===== src/rtl/cache_miss_fsm_if.sv =====
// Bundle of CPU request, cache lookup, cache control and RAM handshake signals
// between the miss controller (master) and the cache/RAM fabric (slave).
interface cache_miss_fsm_if #(
   parameter int WORDS_PER_LINE = 8
);
   localparam int WSEL_W = $clog2(WORDS_PER_LINE);

   // CPU requests; dc_write_in is the store request, dc_write the D-cache strobe
   logic              ic_read;
   logic              dc_read;
   logic              dc_write_in;
   logic              ic_hit;
   logic              ic_valid;
   logic              dc_hit;
   logic              dc_valid;
   logic              dc_dirty;
   logic [WSEL_W-1:0] ic_word_sel_in;
   logic [WSEL_W-1:0] dc_word_sel_in;
   logic [3:0]        dc_byte_w_en_in;
   logic              ram_ready;

   logic              ic_enable;
   logic              ic_cmp;
   logic              ic_write;
   logic              ic_valid_out;
   logic              dc_enable;
   logic              dc_cmp;
   logic              dc_write;
   logic              dc_valid_out;
   logic [WSEL_W-1:0] ic_word_sel;
   logic [WSEL_W-1:0] dc_word_sel;
   logic [3:0]        ic_byte_w_en;
   logic [3:0]        dc_byte_w_en;
   logic              ram_en;
   logic              ram_write;
   logic [1:0]        ram_addr_sel;
   logic              stall;
   logic [2:0]        status;
   logic [WSEL_W-1:0] counter;

   modport master (
      input  ic_read, dc_read, dc_write_in, ic_hit, ic_valid, dc_hit, dc_valid,
             dc_dirty, ic_word_sel_in, dc_word_sel_in, dc_byte_w_en_in, ram_ready,
      output ic_enable, ic_cmp, ic_write, ic_valid_out, dc_enable, dc_cmp,
             dc_write, dc_valid_out, ic_word_sel, dc_word_sel, ic_byte_w_en,
             dc_byte_w_en, ram_en, ram_write, ram_addr_sel, stall, status, counter
   );

   modport slave (
      output ic_read, dc_read, dc_write_in, ic_hit, ic_valid, dc_hit, dc_valid,
             dc_dirty, ic_word_sel_in, dc_word_sel_in, dc_byte_w_en_in, ram_ready,
      input  ic_enable, ic_cmp, ic_write, ic_valid_out, dc_enable, dc_cmp,
             dc_write, dc_valid_out, ic_word_sel, dc_word_sel, ic_byte_w_en,
             dc_byte_w_en, ram_en, ram_write, ram_addr_sel, stall, status, counter
   );
endinterface


===== src/rtl/cache_miss_fsm.sv =====
// Miss controller for the split I/D cache pair: critical-word-first refills and
// dirty-line writebacks paced by ram_ready. Option macro: CACHE_IFETCH_DC_FWD_EN.
module cache_miss_fsm #(
   parameter int WORDS_PER_LINE = 8
) (
   input logic             clk,
   input logic             rst_n,
   cache_miss_fsm_if.master bus
);
   localparam int WSEL_W = $clog2(WORDS_PER_LINE);
   localparam logic [WSEL_W-1:0] LAST_BEAT = WSEL_W'(WORDS_PER_LINE - 1);

   typedef enum logic [2:0] {
      NORMAL        = 3'd0,
      IC_MISS       = 3'd1,
      DC_MISS       = 3'd2,
      DC_MISS_D     = 3'd3,
      DOUBLE_MISS   = 3'd4,
      DOUBLE_MISS_D = 3'd5
   } state_t;

   state_t            status_reg;
   logic [WSEL_W-1:0] counter_reg;
   logic [WSEL_W-1:0] ic_base_reg;
   logic [WSEL_W-1:0] dc_base_reg;

   logic              imiss;
   logic              dmiss;
   logic              ram_req;
   logic              fwd_hit;
   logic              beat_done;
   logic [WSEL_W-1:0] ic_fill_word;
   logic [WSEL_W-1:0] dc_fill_word;
   state_t            exit_state;

   assign bus.status       = status_reg;
   assign bus.counter      = counter_reg;
   assign bus.ic_valid_out = 1'b1;
   assign bus.dc_valid_out = 1'b1;

   always_comb begin
      imiss        = bus.ic_read & ~(bus.ic_hit & bus.ic_valid);
      dmiss        = (bus.dc_read | bus.dc_write_in) & ~(bus.dc_hit & bus.dc_valid);
      ic_fill_word = ic_base_reg + counter_reg;
      dc_fill_word = dc_base_reg + counter_reg;
      ram_req      = 1'b0;
      fwd_hit      = 1'b0;
      beat_done    = 1'b0;
      exit_state   = NORMAL;

      bus.ic_enable    = 1'b0;
      bus.ic_cmp       = 1'b0;
      bus.ic_write     = 1'b0;
      bus.ic_word_sel  = '0;
      bus.ic_byte_w_en = 4'b0000;
      bus.dc_enable    = 1'b0;
      bus.dc_cmp       = 1'b0;
      bus.dc_write     = 1'b0;
      bus.dc_word_sel  = '0;
      bus.dc_byte_w_en = 4'b0000;
      bus.ram_write    = 1'b0;
      bus.ram_addr_sel = 2'b00;
      bus.stall        = 1'b1;

      case (status_reg)
         IC_MISS, DOUBLE_MISS: begin
            bus.ic_enable   = 1'b1;
            bus.ic_word_sel = ic_fill_word;
            ram_req         = 1'b1;
`ifdef CACHE_IFETCH_DC_FWD_EN
            // A copy of the fill word held in the D-cache replaces the RAM beat
            bus.dc_enable   = 1'b1;
            bus.dc_cmp      = 1'b1;
            bus.dc_word_sel = ic_fill_word;
            fwd_hit         = bus.dc_hit & bus.dc_valid;
            ram_req         = ~fwd_hit;
`endif
            beat_done        = fwd_hit | (ram_req & bus.ram_ready);
            bus.ic_write     = beat_done;
            bus.ic_byte_w_en = {4{beat_done}};
            exit_state       = (status_reg == IC_MISS) ? NORMAL : DC_MISS;
         end
         DC_MISS: begin
            bus.dc_enable    = 1'b1;
            bus.dc_word_sel  = dc_fill_word;
            ram_req          = 1'b1;
            beat_done        = bus.ram_ready;
            bus.dc_write     = beat_done;
            bus.dc_byte_w_en = {4{beat_done}};
            bus.ram_addr_sel = 2'b01;
            exit_state       = NORMAL;
         end
         DC_MISS_D, DOUBLE_MISS_D: begin
            // Writeback streams the whole victim line from word 0
            bus.dc_enable    = 1'b1;
            bus.dc_word_sel  = counter_reg;
            ram_req          = 1'b1;
            beat_done        = bus.ram_ready;
            bus.ram_write    = 1'b1;
            bus.ram_addr_sel = 2'b11;
            exit_state       = (status_reg == DC_MISS_D) ? DC_MISS : DOUBLE_MISS;
         end
         default: begin
            bus.ic_enable    = bus.ic_read;
            bus.ic_cmp       = 1'b1;
            bus.ic_word_sel  = bus.ic_word_sel_in;
            bus.dc_enable    = bus.dc_read | bus.dc_write_in;
            bus.dc_cmp       = 1'b1;
            bus.dc_write     = bus.dc_write_in;
            bus.dc_word_sel  = bus.dc_word_sel_in;
            bus.dc_byte_w_en = bus.dc_byte_w_en_in;
            bus.stall        = imiss | dmiss;
         end
      endcase

      bus.ram_en = ram_req;

      if (!rst_n) begin
         bus.ic_enable    = 1'b0;
         bus.ic_write     = 1'b0;
         bus.ic_word_sel  = '0;
         bus.ic_byte_w_en = 4'b0000;
         bus.dc_enable    = 1'b0;
         bus.dc_write     = 1'b0;
         bus.dc_word_sel  = '0;
         bus.dc_byte_w_en = 4'b0000;
         bus.ram_en       = 1'b0;
         bus.ram_write    = 1'b0;
         bus.stall        = 1'b0;
      end
   end

   always_ff @(posedge clk) begin
      if (!rst_n) begin
         status_reg  <= NORMAL;
         counter_reg <= '0;
         ic_base_reg <= '0;
         dc_base_reg <= '0;
      end else begin
         case (status_reg)
            IC_MISS, DC_MISS, DC_MISS_D, DOUBLE_MISS, DOUBLE_MISS_D: begin
               if (beat_done) begin
                  if (counter_reg == LAST_BEAT) begin
                     counter_reg <= '0;
                     status_reg  <= exit_state;
                  end else begin
                     counter_reg <= counter_reg + 1'b1;
                  end
               end
            end
            default: begin
               counter_reg <= '0;
               status_reg  <= NORMAL;
               if (imiss | dmiss) begin
                  ic_base_reg <= bus.ic_word_sel_in;
                  dc_base_reg <= bus.dc_word_sel_in;
                  if (imiss & dmiss)
                     status_reg <= bus.dc_dirty ? DOUBLE_MISS_D : DOUBLE_MISS;
                  else if (dmiss)
                     status_reg <= bus.dc_dirty ? DC_MISS_D : DC_MISS;
                  else
                     status_reg <= IC_MISS;
               end
            end
         endcase
      end
   end
endmodule

===== src/flat_wrapper.sv =====
// flat-port wrapper written by rule: the top's interface ports become plain ports
module cache_miss_fsm_flat 
#(
   parameter int WORDS_PER_LINE = 8
)
  (clk, rst_n, bus_ic_read, bus_dc_read, bus_dc_write_in, bus_ic_hit, bus_ic_valid, bus_dc_hit, bus_dc_valid, bus_dc_dirty, bus_ic_word_sel_in, bus_dc_word_sel_in, bus_dc_byte_w_en_in, bus_ram_ready, bus_ic_enable, bus_ic_cmp, bus_ic_write, bus_ic_valid_out, bus_dc_enable, bus_dc_cmp, bus_dc_write, bus_dc_valid_out, bus_ic_word_sel, bus_dc_word_sel, bus_ic_byte_w_en, bus_dc_byte_w_en, bus_ram_en, bus_ram_write, bus_ram_addr_sel, bus_stall, bus_status, bus_counter);
  cache_miss_fsm_if #(.WORDS_PER_LINE(WORDS_PER_LINE)) bus_i ();
  input logic clk;
  input logic rst_n;
  input wire logic [$bits(bus_i.ic_read)-1:0] bus_ic_read;
  input wire logic [$bits(bus_i.dc_read)-1:0] bus_dc_read;
  input wire logic [$bits(bus_i.dc_write_in)-1:0] bus_dc_write_in;
  input wire logic [$bits(bus_i.ic_hit)-1:0] bus_ic_hit;
  input wire logic [$bits(bus_i.ic_valid)-1:0] bus_ic_valid;
  input wire logic [$bits(bus_i.dc_hit)-1:0] bus_dc_hit;
  input wire logic [$bits(bus_i.dc_valid)-1:0] bus_dc_valid;
  input wire logic [$bits(bus_i.dc_dirty)-1:0] bus_dc_dirty;
  input wire logic [$bits(bus_i.ic_word_sel_in)-1:0] bus_ic_word_sel_in;
  input wire logic [$bits(bus_i.dc_word_sel_in)-1:0] bus_dc_word_sel_in;
  input wire logic [$bits(bus_i.dc_byte_w_en_in)-1:0] bus_dc_byte_w_en_in;
  input wire logic [$bits(bus_i.ram_ready)-1:0] bus_ram_ready;
  output wire logic [$bits(bus_i.ic_enable)-1:0] bus_ic_enable;
  output wire logic [$bits(bus_i.ic_cmp)-1:0] bus_ic_cmp;
  output wire logic [$bits(bus_i.ic_write)-1:0] bus_ic_write;
  output wire logic [$bits(bus_i.ic_valid_out)-1:0] bus_ic_valid_out;
  output wire logic [$bits(bus_i.dc_enable)-1:0] bus_dc_enable;
  output wire logic [$bits(bus_i.dc_cmp)-1:0] bus_dc_cmp;
  output wire logic [$bits(bus_i.dc_write)-1:0] bus_dc_write;
  output wire logic [$bits(bus_i.dc_valid_out)-1:0] bus_dc_valid_out;
  output wire logic [$bits(bus_i.ic_word_sel)-1:0] bus_ic_word_sel;
  output wire logic [$bits(bus_i.dc_word_sel)-1:0] bus_dc_word_sel;
  output wire logic [$bits(bus_i.ic_byte_w_en)-1:0] bus_ic_byte_w_en;
  output wire logic [$bits(bus_i.dc_byte_w_en)-1:0] bus_dc_byte_w_en;
  output wire logic [$bits(bus_i.ram_en)-1:0] bus_ram_en;
  output wire logic [$bits(bus_i.ram_write)-1:0] bus_ram_write;
  output wire logic [$bits(bus_i.ram_addr_sel)-1:0] bus_ram_addr_sel;
  output wire logic [$bits(bus_i.stall)-1:0] bus_stall;
  output wire logic [$bits(bus_i.status)-1:0] bus_status;
  output wire logic [$bits(bus_i.counter)-1:0] bus_counter;
  assign bus_i.ic_read = bus_ic_read;
  assign bus_i.dc_read = bus_dc_read;
  assign bus_i.dc_write_in = bus_dc_write_in;
  assign bus_i.ic_hit = bus_ic_hit;
  assign bus_i.ic_valid = bus_ic_valid;
  assign bus_i.dc_hit = bus_dc_hit;
  assign bus_i.dc_valid = bus_dc_valid;
  assign bus_i.dc_dirty = bus_dc_dirty;
  assign bus_i.ic_word_sel_in = bus_ic_word_sel_in;
  assign bus_i.dc_word_sel_in = bus_dc_word_sel_in;
  assign bus_i.dc_byte_w_en_in = bus_dc_byte_w_en_in;
  assign bus_i.ram_ready = bus_ram_ready;
  assign bus_ic_enable = bus_i.ic_enable;
  assign bus_ic_cmp = bus_i.ic_cmp;
  assign bus_ic_write = bus_i.ic_write;
  assign bus_ic_valid_out = bus_i.ic_valid_out;
  assign bus_dc_enable = bus_i.dc_enable;
  assign bus_dc_cmp = bus_i.dc_cmp;
  assign bus_dc_write = bus_i.dc_write;
  assign bus_dc_valid_out = bus_i.dc_valid_out;
  assign bus_ic_word_sel = bus_i.ic_word_sel;
  assign bus_dc_word_sel = bus_i.dc_word_sel;
  assign bus_ic_byte_w_en = bus_i.ic_byte_w_en;
  assign bus_dc_byte_w_en = bus_i.dc_byte_w_en;
  assign bus_ram_en = bus_i.ram_en;
  assign bus_ram_write = bus_i.ram_write;
  assign bus_ram_addr_sel = bus_i.ram_addr_sel;
  assign bus_stall = bus_i.stall;
  assign bus_status = bus_i.status;
  assign bus_counter = bus_i.counter;
  cache_miss_fsm #(.WORDS_PER_LINE(WORDS_PER_LINE)) u_core (.clk(clk), .rst_n(rst_n), .bus(bus_i));
endmodule

===== config.mk =====
export PLATFORM = sky130hd
export DESIGN_NAME = cache_miss_fsm_flat
export DESIGN_NICKNAME = d
export VERILOG_FILES = /design/src/rtl/cache_miss_fsm_if.sv /design/src/rtl/cache_miss_fsm.sv /design/src/flat_wrapper.sv
export SDC_FILE = /design/constraint.sdc
export NUM_CORES = 1
export LEC_CHECK = 0
export ABC_AREA = 1
export BUFFER_PORTS_ARGS = -buffer_cell sky130_fd_sc_hd__buf_2
export CELL_PAD_IN_SITES_DETAIL_PLACEMENT = 0
export CELL_PAD_IN_SITES_GLOBAL_PLACEMENT = 2
export CORE_AREA = 2 2 71 73
export DETAILED_ROUTE_END_ITERATION = 6
export DIE_AREA = 0 0 73 75
export GPL_TIMING_DRIVEN = 0
export HOLD_SLACK_MARGIN = 0.05
export PLACE_DENSITY = 0.89
export REMOVE_ABC_BUFFERS = 1
export SETUP_SLACK_MARGIN = 0.4
export SLEW_MARGIN = 20
export SYNTH_ARGS = -nofsm -noshare
export SYNTH_HDL_FRONTEND = slang
export SYNTH_SLANG_ARGS = --single-unit

===== constraint.sdc =====
create_clock -name clk -period 2.9 [get_ports clk]
set_input_delay 0.29 -clock clk [delete_from_list [all_inputs] [get_ports clk]]
set_output_delay 0.29 -clock clk [all_outputs]
set_load 0.1 [all_outputs]

# Word level (Yosys, flattened, before mapping)
# Index checks and enable logic that the tools add are counted.
# op_classes
addsub	3
n_eq_ne	8
n_mux	37
bitwise_logic	10
n_reduce_logical	8
# ops
cell	n
3-bit two-way mux	10
1-bit two-way mux	15
4-bit two-way mux	3
3-bit one-hot mux with 2 select lines	2
3-bit == test, second input constant	3
3-bit one-hot mux with 3 select lines	1
4-bit one-hot mux with 2 select lines	1
3-bit adder	2
3-bit by 2-bit == test with 1-bit output, second input constant	2
1-bit one-hot mux with 2 select lines	3
2-bit AND reduction	3
1-bit AND	5
5-bit OR reduction	1
2-bit by 1-bit != test with 1-bit output, second input constant	2
2-bit one-hot mux with 2 select lines	1
2-bit OR reduction	2
4-bit OR reduction	1
3-bit by 1-bit adder with 3-bit output, second input constant	1
3-bit by 1-bit == test with 1-bit output, second input constant	1
1-bit inverter	3
3-bit OR reduction	1
2-bit two-way mux	1
1-bit bitwise OR	2
# totals
regBits	12
elab_cells	70

# Longest topological paths before layout
# Gate-level depths: netlist of the first run.
# depth
ltp_word	7
mapped_depth	8
depth_no_buf	8

# Worst setup path after synthesis of the first run
# OpenSTA, ideal clock, no wires.
# synth_timing
kind	register to output
startpoint	register u_core.status_reg[0] (netlist: u_core.bus.status[0])
endpoint	output bus_dc_word_sel[2]
arrival_time_ns	3.732
slack_ns	-1.122
stages_incl_launch_ff	6
path_buffers	1
cell_sequence	dfxtp_1 > buf_2 > nand3_1 > nand2_1 > a21oi_1 > a21oi_1
# synth_between
elab_chain_len	4
# synth_rtl
element	line	rtl
from (decl)	cache_miss_fsm.sv:22	state_t status_reg;
from (signal assigned)	cache_miss_fsm.sv:145	status_reg <= exit_state;
from (signal assigned)	cache_miss_fsm.sv:158	status_reg <= bus.dc_dirty ? DOUBLE_MISS_D : DOUBLE_MISS;
from (signal assigned)	cache_miss_fsm.sv:160	status_reg <= bus.dc_dirty ? DC_MISS_D : DC_MISS;
3-bit == test (tied with other cells)	cache_miss_fsm.sv:65	case (status_reg)
2-bit OR reduction	cache_miss_fsm.sv:65	
3-bit one-hot mux with 3 select lines (*)	cache_miss_fsm.sv:65	
3-bit two-way mux (*)	cache_miss_fsm.sv:118	if (!rst_n) begin
to (decl)	flat_wrapper.sv:31	output wire logic [$bits(bus_i.dc_word_sel)-1:0] bus_dc_word_sel;
# Mark *: on every way between the ends. The rest lies on a longest branch, timed or not.

# Worst setup path in the final report of the first run
# layout_timing
startpoint	register u_core.counter_reg[0] (netlist: u_core.bus.counter[0])
endpoint	output bus_dc_word_sel[2]
# layout_between
elab_chain_len	3
# layout_rtl
element	line	rtl
from (decl)	cache_miss_fsm.sv:23	logic [WSEL_W-1:0] counter_reg;
from (signal assigned)	cache_miss_fsm.sv:147	counter_reg <= counter_reg + 1'b1;
3-bit adder	cache_miss_fsm.sv:45	dc_fill_word = dc_base_reg + counter_reg;
3-bit one-hot mux with 3 select lines	cache_miss_fsm.sv:65	
3-bit two-way mux	cache_miss_fsm.sv:118	
# No other way between the ends.

==> reports/metrics.cfg, run 1 <==
[logic_synthesis]
synth_edf_count=0
synth.area.top_cells=dfxtp_1 (23%), nand2_1 (13%), nor2_1 (11%)
synthDistinctLibCells=26
synthFlopType=dfxtp_1
async_reset_ff_frac=0
yosysTopAreaCellShare=0.2294
synth_largest_area_cell=dfxtp_1
avgSynthCellArea_um2=6.089
syn-instance-count=172
synth_warnings=0
syn-cell-area_um2=1047
synthTopCellsByCount=nand2_1 (37), nor2_1 (32), inv_1 (15), nand3_1 (13), dfxtp_1 (12)
yosysMostFrequentCell=nand2_1
seq_area_frac_synth=0.2294
synth_seq_cells=12

[critical_path]
r2r_start=u_core.bus.status[2]
worstPathCellList=ha_1, inv_1, fa_1, nand3_1, nand3_1, a21oi_1, buf_2
critPathBufInv=2
critPathKind=reg -> out
cp_slowest_stage_delay_ps=440
cp_top_family=adder cells
r2r_setup_slack_ps=1540
cp_slowest_cell=buf_2
reg2reg_depth=7
startpoint_type=flip-flop
r2r-end=u_core.dc_base_reg[2]
crit_top_cell=nand3_1
crit_fanout=7
crit_arrival_ps=2040
critPathRequiredTime_ps=2610
cp-end-kind=primary output

[global_routing]
grt_pass1_vias=1043
overflow=0
track_usage=0.1169
grt_max_degree=20
antenna_found_initial=0
grt_first_pass_wirelength_um=4940

[sta]
finClkSkew_ps=3.872
fin_crit_ps=2326
grt_setup_unrepaired=no
fin_tns_setup_ps=0
setup_violations=0
hold_violations=0
fmax_mhz=429.8
finalCritPeriodShare=0.8022
slew_viol_final=0

[finish]
area_growth_pct=27.84
final_layout_size_suffix_gt1_frac=0.2897
diodes=0
final_cell_area_um2=1339
instances_no_fill=268
layout.nets=243

[clock_network]
h-tree-depth=1
clock_path_buffers=2
clk_pin_slew_worst_paths_ps=60
cts_hold_buf=0
numCtsBuffers=3
cts_sinks=12
cts_setup_buffers=0
cts_tree=done
clock_latency_ps=240
cts_root_buf=clkbuf_8

[pwr]
powerDensity_nw_per_um2=961.5
p_leak_uw=0.0007445
irDropWorstVdd_mv=0.3470

[floorplan]
dieHeight_um=75
num_rows=25
start_util=0.2247
num_io_pins=54
dieArea_um2=5475
die_w_um=73
core_area_um2=4661

[status]
outcome=finished clean

[route]
drc=0
vias=1181
vias_per_cell=4.407
drt_iter0_drc=53
ant_nets=0
wl_per_cell_um=11.48
wl_um=3077
drt_first_pass_iters=4

[min_path]
whs_path_depth=3
min_path_type=in -> reg
holdPathEnd=u_core.bus.status[2]
worstHoldStart=bus_ic_read

[place]
dp.cells=265
placed_cell_area_um2=1285
gp_congestion=0.7359
placement.io_buffers=51
dp_hpwl_um=2393

[run]
cap_violations=0

[power by group]
part / switching [uW] / total, uW / leakage, uW / internal, uW
combinational: 756 / 901 / 0.000623 / 145
clock: 64.2 / 156 / 0.0000216 / 91.8
sequential: 34.1 / 230 / 0.0000996 / 196
[worst max path at each step]
stage | startpoint | endpoint | cells after the start | slack [ps]
final | u_core.bus.counter[0] | bus_dc_word_sel[2] | 7 | 570
after global routing | u_core.bus.counter[0] | bus_dc_word_sel[1] | 7 | 410
after CTS | u_core.bus.counter[0] | bus_dc_word_sel[1] | 7 | 410
after detailed placement | u_core.bus.counter[0] | bus_dc_word_sel[1] | 7 | 560
after global placement | u_core.bus.counter[0] | bus_dc_word_sel[1] | 7 | 570
after floorplan | u_core.bus.status[0] | bus_ic_byte_w_en[0] | 4 | -5090
[metrics by stage]
| stage | utilization | worst slack [ps] | total power (uW) | hold slack (ps) |
|---|---|---|---|---|
| final | 0.2872 | 573.6 | 1287 | 334.5 |
| after global routing | 0.2872 | 412.2 | 1363 | 378.0 |
| after CTS | 0.2856 | 406.3 | 1301 | 330.3 |
| after detailed placement | 0.2757 | 559.4 | 1136 | 468.9 |
| after global placement | 0.2757 | 568.0 | 1134 | 452.5 |
| after floorplan | - | -5089 | 984.0 | 410.5 |
[cells in the final DEF (no fill, tap or decap)]
cell	n
buf_2	48
nand2_1	37
nor2_1	32
inv_1	15
nand3_1	13
dfxtp_1	11
a21oi_1	8
nor3_1	7
o21ai_0	7
nand4_1	4
nand3b_1	4
ha_1	4
inv_2	3
o21ai_1	3
clkbuf_8	3
fa_1	2
conb_1	2
buf_4	2
nand2_4	1
nand3_2	1
o21ai_2	1
o22ai_1	1
nor2_2	1
a31oi_1	1
a21o_1	1
clkbuf_4	1
dfxtp_2	1
[worst register-to-register path: stages (launching register included)]
cell and delay, ps:
dfxtp_1 420, inv_2 90, nand2_1 150, nand3_2 270, nor2_1 160, nand2_1 60
nand2_1 60, nor2_1 40
[per-layer routing]
layer,wire length [um],track usage,part of all wire,vias up
met5,0,0,0,-
met2,1505,0.1972,0.49,27
li1,-,-,-,632
met4,6,0.01852,0.0019,0
met3,118,0.02544,0.038,2
met1,1448,0.1563,0.47,520
[layout make-up]
cell class | instances | area (um^2)
fillers | 536 | 3322
repair buffers | 51 | 262.8
well taps | 54 | 67.56
inverters | 18 | 67.56
multi-input cells | 130 | 658.1
flip-flops and latches | 12 | 241.5
clock buffers | 3 | 41.29
[timing repair]
action	in CTS	in global routing
pin swaps	0	0
resized for setup	2	3
setup endpoints to repair	2	8
[logic make-up (layout without fill, tap and decap cells)]
group / count (synthesis) / in the layout / synth area share
adder cells (fa/ha/maj): 6 / 6 / 0.08602
buffers and inverters: 31 / 72 / 0.1493
AO/OA/AOI/OAI: 22 / 22 / 0.1099
flip-flops: 12 / 12 / 0.2294
AND/OR/NAND/NOR: 100 / 100 / 0.4217
other: 1 / 2 / 0.003581
No activity file was read; power rests on OpenSTA's default activity.
==> run 2, diff against run 1 <==
- CORE_AREA: 2 2 71 73 -> 2 2 78 80
- DIE_AREA: 0 0 73 75 -> 0 0 80 82
- PLACE_DENSITY: 0.89 -> 0.79
- clock period: 2.9 -> 2.1 ns (I/O delays scaled with it)
==> run 2 against run 1 <==
Against the previous run: die area is 20% higher; final area is 63% higher; global-route usage is 1.4 points higher; critical path depth stayed put; sequential share of layout area is 6.2 points lower; total power is 89% higher; register-to-register slack worse by 940 ps; clock skew is 2.6 ps lower; utilization is 9.2 points higher; clock power is 68% higher; flip-flop and latch count stayed put; sequential power is 47% higher; largest cell class unchanged.
==> reports/metrics.cfg, run 2 (synthesis results as in run 1) <==
[clock_network]
cts_tree=done
cts_sinks=12  ; unchanged
numCtsBuffers=3  ; unchanged
clk_pin_slew_worst_paths_ps=60  ; about the same
clock_latency_ps=250  ; about the same
cts_root_buf=clkbuf_8
clock_path_buffers=2  ; unchanged
h-tree-depth=1  ; unchanged

[status]
outcome=finished clean

[sta]
finClkSkew_ps=1.274  ; -2.599 ps
finalCritPeriodShare=0.9650
setup_violations=0  ; unchanged
fin_tns_setup_ps=0  ; unchanged
fmax_mhz=493.5
fin_crit_ps=2027
grt_setup_unrepaired=yes
max_slew_margin=0.6219
slew_viol_final=0  ; unchanged
worstMarginPinSlew_ps=566.5
fin_ws_ps=73.47  ; -500.1 ps
hold_violations=0  ; unchanged

[critical_path]
critPathRequiredTime_ps=1890  ; -720 ps
crit_arrival_ps=1820  ; -220 ps
reg2reg_depth=7  ; unchanged
cp-end-kind=primary output
critPathKind=reg -> out
cp_slowest_stage_delay_ps=460  ; +20 ps
cp_slowest_cell=fa_1
r2r-end=u_core.bus.status[0]
worstPathCellList=ha_4, inv_2, fa_1, nor3_2, nor2_1, a21oi_2, buf_12
startpoint_type=flip-flop
r2r_setup_slack_ps=600  ; -940 ps
r2r_start=u_core.bus.counter[0]
crit_fanout=3  ; -4

[floorplan]
start_util=0.1823  ; -0.04242
core_area_um2=5746  ; +23%
dieHeight_um=82  ; +9.3%
num_io_pins=54  ; unchanged
dieArea_um2=6560  ; +20%
num_rows=28  ; +12%
die_w_um=80  ; +9.6%

[finish]
final_layout_size_suffix_gt1_frac=0.5732  ; +0.2835
layout.nets=274  ; +13%
diodes=0  ; unchanged
final_cell_mix=buf_2 (27), buf_4 (27), nand2_1 (26)
area_growth_pct=107.9
nFillCells=607  ; +13%
final_util=0.3789  ; +0.09167

[global_routing]
grt_pass1_vias=1340  ; +28%
grt_max_degree=20  ; unchanged
grt_first_pass_wirelength_um=6589  ; +33%
track_usage=0.1307  ; +0.01375
overflow=0  ; unchanged
antenna_found_initial=0  ; unchanged

[place]
dp_hpwl_um=2535  ; +5.9%
gp_congestion=0.7414  ; +0.75%
placement.io_buffers=51  ; unchanged
preCtsSetupSlack_ps=-70.84  ; -630.2 ps

[min_path]
holdPathEnd=u_core.bus.status[2]
whs_path_depth=3  ; unchanged
min_path_type=in -> reg
worstHoldStart=bus_ic_read

[route]
drt_first_pass_iters=4  ; unchanged
drc=0  ; unchanged
ant_nets=0  ; unchanged
wl_um=4061  ; +32%
vias_per_cell=4.259  ; -3.4%
drt_iter0_drc=40  ; -25%
wl_per_cell_um=12.65  ; +10%
vias=1367  ; +16%

[run]
cap_violations=0  ; unchanged

[pwr]
p_int_uw=1033  ; +140%
p_clk_frac=0.108  ; -0.013
combPwrFrac=0.754  ; +0.054
irDropWorstVdd_mv=0.4879  ; +41%
p_leak_uw=0.001024  ; +38%
powerDensity_nw_per_um2=1119  ; +16%
seqPwrFrac=0.139  ; -0.040
p_switching_uw=1403  ; +64%
swShare=0.5760  ; -0.08777

## run 2: through the flow
step	power, uW	cell area (um^2)	cells	hold WS, ps
floorplan	1359	962.2	160	330.5
global placement	1575	1311	286	450.5
detailed placement	1572	1311	286	462.8
CTS	2331	2009	314	249.4
global route	2558	2177	321	282.3
finish	2436	2177	321	244.6
## run 2: area by class of cell
type / count / area, um^2 / area share
tap: 75 / 93.84 / 0.04310
clock buffer: 4 / 55.05 / 0.02529
inverter: 18 / 75.07 / 0.03448
timing repair buffer: 81 / 764.5 / 0.3511
multi-input combinational: 131 / 930.9 / 0.4276
sequential: 12 / 257.7 / 0.1184
## run 2: critical path, delay by kind of cell, from the launching register on
family / cells / cell delay (ps)
buf+inv: 2 / 220
compound gates: 1 / 180
fa+ha+maj: 2 / 590
simple gates: 2 / 210
flops: 1 / 380
## run 2: worst max path at each step
stage,from,slack [ps],endpoint
floorplan,u_core.bus.status[0],-5810,bus_ic_byte_w_en[0]
global placement,u_core.bus.counter[0],-90,bus_dc_word_sel[1]
detailed placement,u_core.bus.counter[0],-70,bus_dc_word_sel[1]
CTS,u_core.bus.counter[0],70,bus_dc_word_sel[1]
global route,u_core.bus.counter[0],-50,bus_dc_word_sel[1]
finish,u_core.bus.counter[0],70,bus_dc_word_sel[1]
## run 2: metal layers
layer	track usage	wire length, um
met1	0.1652	1832
met2	0.2167	1975
met3	0.03956	191
met4	0.03390	61
met5	0	0
## run 2: power by group through the flow
stage / sequential [uW] / combinational [uW] / clock [uW]
after global routing: 344 / 1930 / 286
after CTS: 335 / 1720 / 270
after detailed placement: 321 / 1250 / 0
after floorplan: 431 / 928 / 0
after global placement: 322 / 1250 / 0
final: 338 / 1840 / 262
## run 2: what timing repair did
item | CTS | global route
hold buffers | 0 | 0
pin swaps | 22 | 18
buffers inserted | 23 | 7
cloned | 1 | 0
gates resized for setup | 124 | 27
endpoints found under the setup margin | 24 | 20
endpoints found under the hold margin | 0 | 0
==> run 3, diff against run 2 <==
- CELL_PAD_IN_SITES_GLOBAL_PLACEMENT: 2 -> 1
- CORE_AREA: 2 2 78 80 -> 2 2 67 69
- DIE_AREA: 0 0 80 82 -> 0 0 69 71
- PLACE_DENSITY: 0.79 -> 0.8
==> run 3 against run 2 <==
Against the previous run: sequential power about the same; cell count down 7.8%; total power shrank 5.1%; clock skew increased by 3.0 ps; final area decreased by 4.1%; clock-buffer cell count is 1 lower; maximum frequency grew 1.2%; clock power shrank 20%; critical path depth unchanged; via count shrank 0.15%; combinational power down 4%; critical endpoint unchanged; largest cell class unchanged; highest routed layer unchanged.
==> reports/metrics.cfg, run 3 (synthesis results as in run 1) <==
[route]
ant_nets=0  ; unchanged
drc=0  ; unchanged
wl_per_cell_um=13.63  ; +7.7%
vias=1365  ; -0.15%
wl_um=4033  ; -0.69%
vias_per_cell=4.611  ; +8.3%
drt_first_pass_iters=4  ; unchanged
drt_iter0_drc=50  ; +25%

[pwr]
p_switching_uw=1368  ; -2.5%
p_leak_uw=0.001006  ; -1.8%
irDropWorstVdd_mv=0.4033  ; -17%
powerDensity_nw_per_um2=1108  ; -1.0%
p_clk_frac=0.090  ; -0.018
total_power_uw=2312  ; -5.1%
seqPwrFrac=0.145  ; +0.006
combPwrFrac=0.765  ; +0.011
p_int_uw=944.1  ; -8.6%
swShare=0.5916  ; +0.01563

[sta]
worstMarginPinSlew_ps=567.1  ; +0.5597 ps
fin_crit_ps=2002  ; -24.42 ps
max_slew_margin=0.6215  ; about the same
fmax_mhz=499.5  ; +1.2%
setup_violations=0  ; unchanged
fin_ws_ps=97.89  ; +24.42 ps
slew_viol_final=0  ; unchanged
finClkSkew_ps=4.246  ; +2.973 ps
grt_setup_unrepaired=yes
hold_violations=0  ; unchanged
finalCritPeriodShare=0.9534  ; -0.01163

[min_path]
holdPathEnd=u_core.bus.status[2]
whs_path_depth=3  ; unchanged
min_path_type=in -> reg
worstHoldStart=bus_ic_read

[clock_network]
clock_latency_ps=240  ; about the same
h-tree-depth=1  ; unchanged
cts_tree=done
numCtsBuffers=3  ; unchanged
clk_pin_slew_worst_paths_ps=50  ; about the same
cts_root_buf=clkbuf_8
clock_path_buffers=2  ; unchanged
cts_hold_buf=0  ; unchanged
cts_sinks=12  ; unchanged

[finish]
area_growth_pct=99.28
final_layout_size_suffix_gt1_frac=0.5328  ; -0.04038
register_area_um2=260.3  ; +0.97%
layout.nets=273  ; -0.36%
final_cell_mix=nor2_1 (29), buf_2 (27), nand2_1 (26)
mostFrequentLayoutCell=nor2_1
multi_input_area_um2=900.9  ; -3.2%
nFillCells=406  ; -33%
diodes=0  ; unchanged
instances_no_fill=296  ; -7.8%

[run]
cap_violations=0  ; unchanged

[critical_path]
critPathKind=reg -> out
reg2reg_depth=12  ; +5
r2r-end=u_core.bus.status[1]
cp-end-kind=primary output
startpoint_type=flip-flop
critPathRequiredTime_ps=1890  ; about the same
crit_fanout=3  ; unchanged
crit_arrival_ps=1790  ; -30 ps
r2r_setup_slack_ps=460  ; -140 ps
r2r_start=u_core.bus.status[0]

[global_routing]
overflow=0  ; unchanged
globalRouteMet2Util=0.2724  ; +0.05577
grt_pass1_vias=1218  ; -9.1%
grt.met1_usage=0.1743  ; +0.009088
antenna_found_initial=0  ; unchanged
grt.busiest_layer=met2
grt_first_pass_wirelength_um=5830  ; -12%
track_usage=0.1481  ; +0.01743
grt_max_degree=20  ; unchanged
met3_usage=0.03704  ; -0.002523

[floorplan]
core_area_um2=4204  ; -27%
num_io_pins=54  ; unchanged
dieHeight_um=71  ; -13%
die_w_um=69  ; -14%
dieArea_um2=4899  ; -25%
start_util=0.2491  ; +0.06683
num_rows=24  ; -14%

[place]
placement.io_buffers=51  ; unchanged
dp_hpwl_um=2305  ; -9.1%
gp_congestion=0.7820  ; +5.5%
dp.cells=263  ; -8.0%
preCtsSetupSlack_ps=-131.7  ; -60.85 ps

[status]
outcome=finished clean

run 3: cell count changes in the layout (fill, tap and decap cells not counted), moves of 3 or more:
cell,previous run,this run
buf_4,27,21
clkbuf_8,4,9
buf_12,14,10
buf_6,13,9
nor2_1,25,29
buf_8,0,3
clkbuf_4,0,3
nor2_2,4,1
run 3: layout make-up:
| type | count | area share |
|---|---|---|
| clock buffer | 3 | 0.01978 |
| inverter | 18 | 0.03597 |
| multi-input combinational | 132 | 0.4317 |
| sequential | 12 | 0.1247 |
| tap | 52 | 0.03118 |
| timing repair buffer | 79 | 0.3567 |
run 3: critical path, cell delays in order (launching register included):
cell,delay [ps]
dfxtp_4,370
ha_4,130
inv_2,30
fa_1,440
nor3_2,110
nor2_1,70
a21oi_2,170
buf_8,220
run 3: through the flow:
stage | setup TNS, ps | hold WS [ps] | util | cell area (um^2)
finish | 0 | 247.2 | 0.4964 | 2087
global route | 0 | 257.3 | 0.4964 | 2087
CTS | 0 | 239.9 | 0.4292 | 1804
detailed placement | -205.5 | 467.4 | 0.3051 | 1282
global placement | -168.7 | 453.1 | 0.3051 | 1282
floorplan | -61290 | 330.5 | - | 962.2
run 3: worst max path at each step:
stage	slack, ps	cells after the start	end	start
2_1_floorplan	-5810	4	bus_ic_byte_w_en[0]	u_core.bus.status[0]
3_3_place_gp	-130	7	bus_dc_word_sel[1]	u_core.bus.counter[0]
3_5_place_dp	-130	7	bus_dc_word_sel[1]	u_core.bus.counter[0]
4_1_cts	50	7	bus_dc_word_sel[1]	u_core.bus.counter[0]
5_1_grt	30	7	bus_dc_word_sel[1]	u_core.bus.counter[0]
6_report	100	7	bus_dc_word_sel[1]	u_core.bus.counter[0]
run 3: what timing repair did:
item                                   4_1_cts  5_1_grt
endpoints found under the hold margin        0        0
gates resized for setup                     89       52
setup buffers                               23        5
cloned                                       1        1
pin swaps                                   19       16
setup endpoints to repair                   24       24
run 3: power groups by stage:
stage	Sequential (uW)	Clock (uW)	Combinational (uW)
global placement	320	0	1230
CTS	322	218	1580
detailed placement	321	0	1240
global route	341	226	1850
floorplan	431	0	928
finish	335	209	1770
run 3: per-layer routing:
| metal | wire length [um] | vias up |
|---|---|---|
| met5 | 0 | - |
| met4 | 40 | 0 |
| met3 | 186 | 5 |
| met2 | 2124 | 37 |
| met1 | 1682 | 627 |
| li1 | - | 696 |
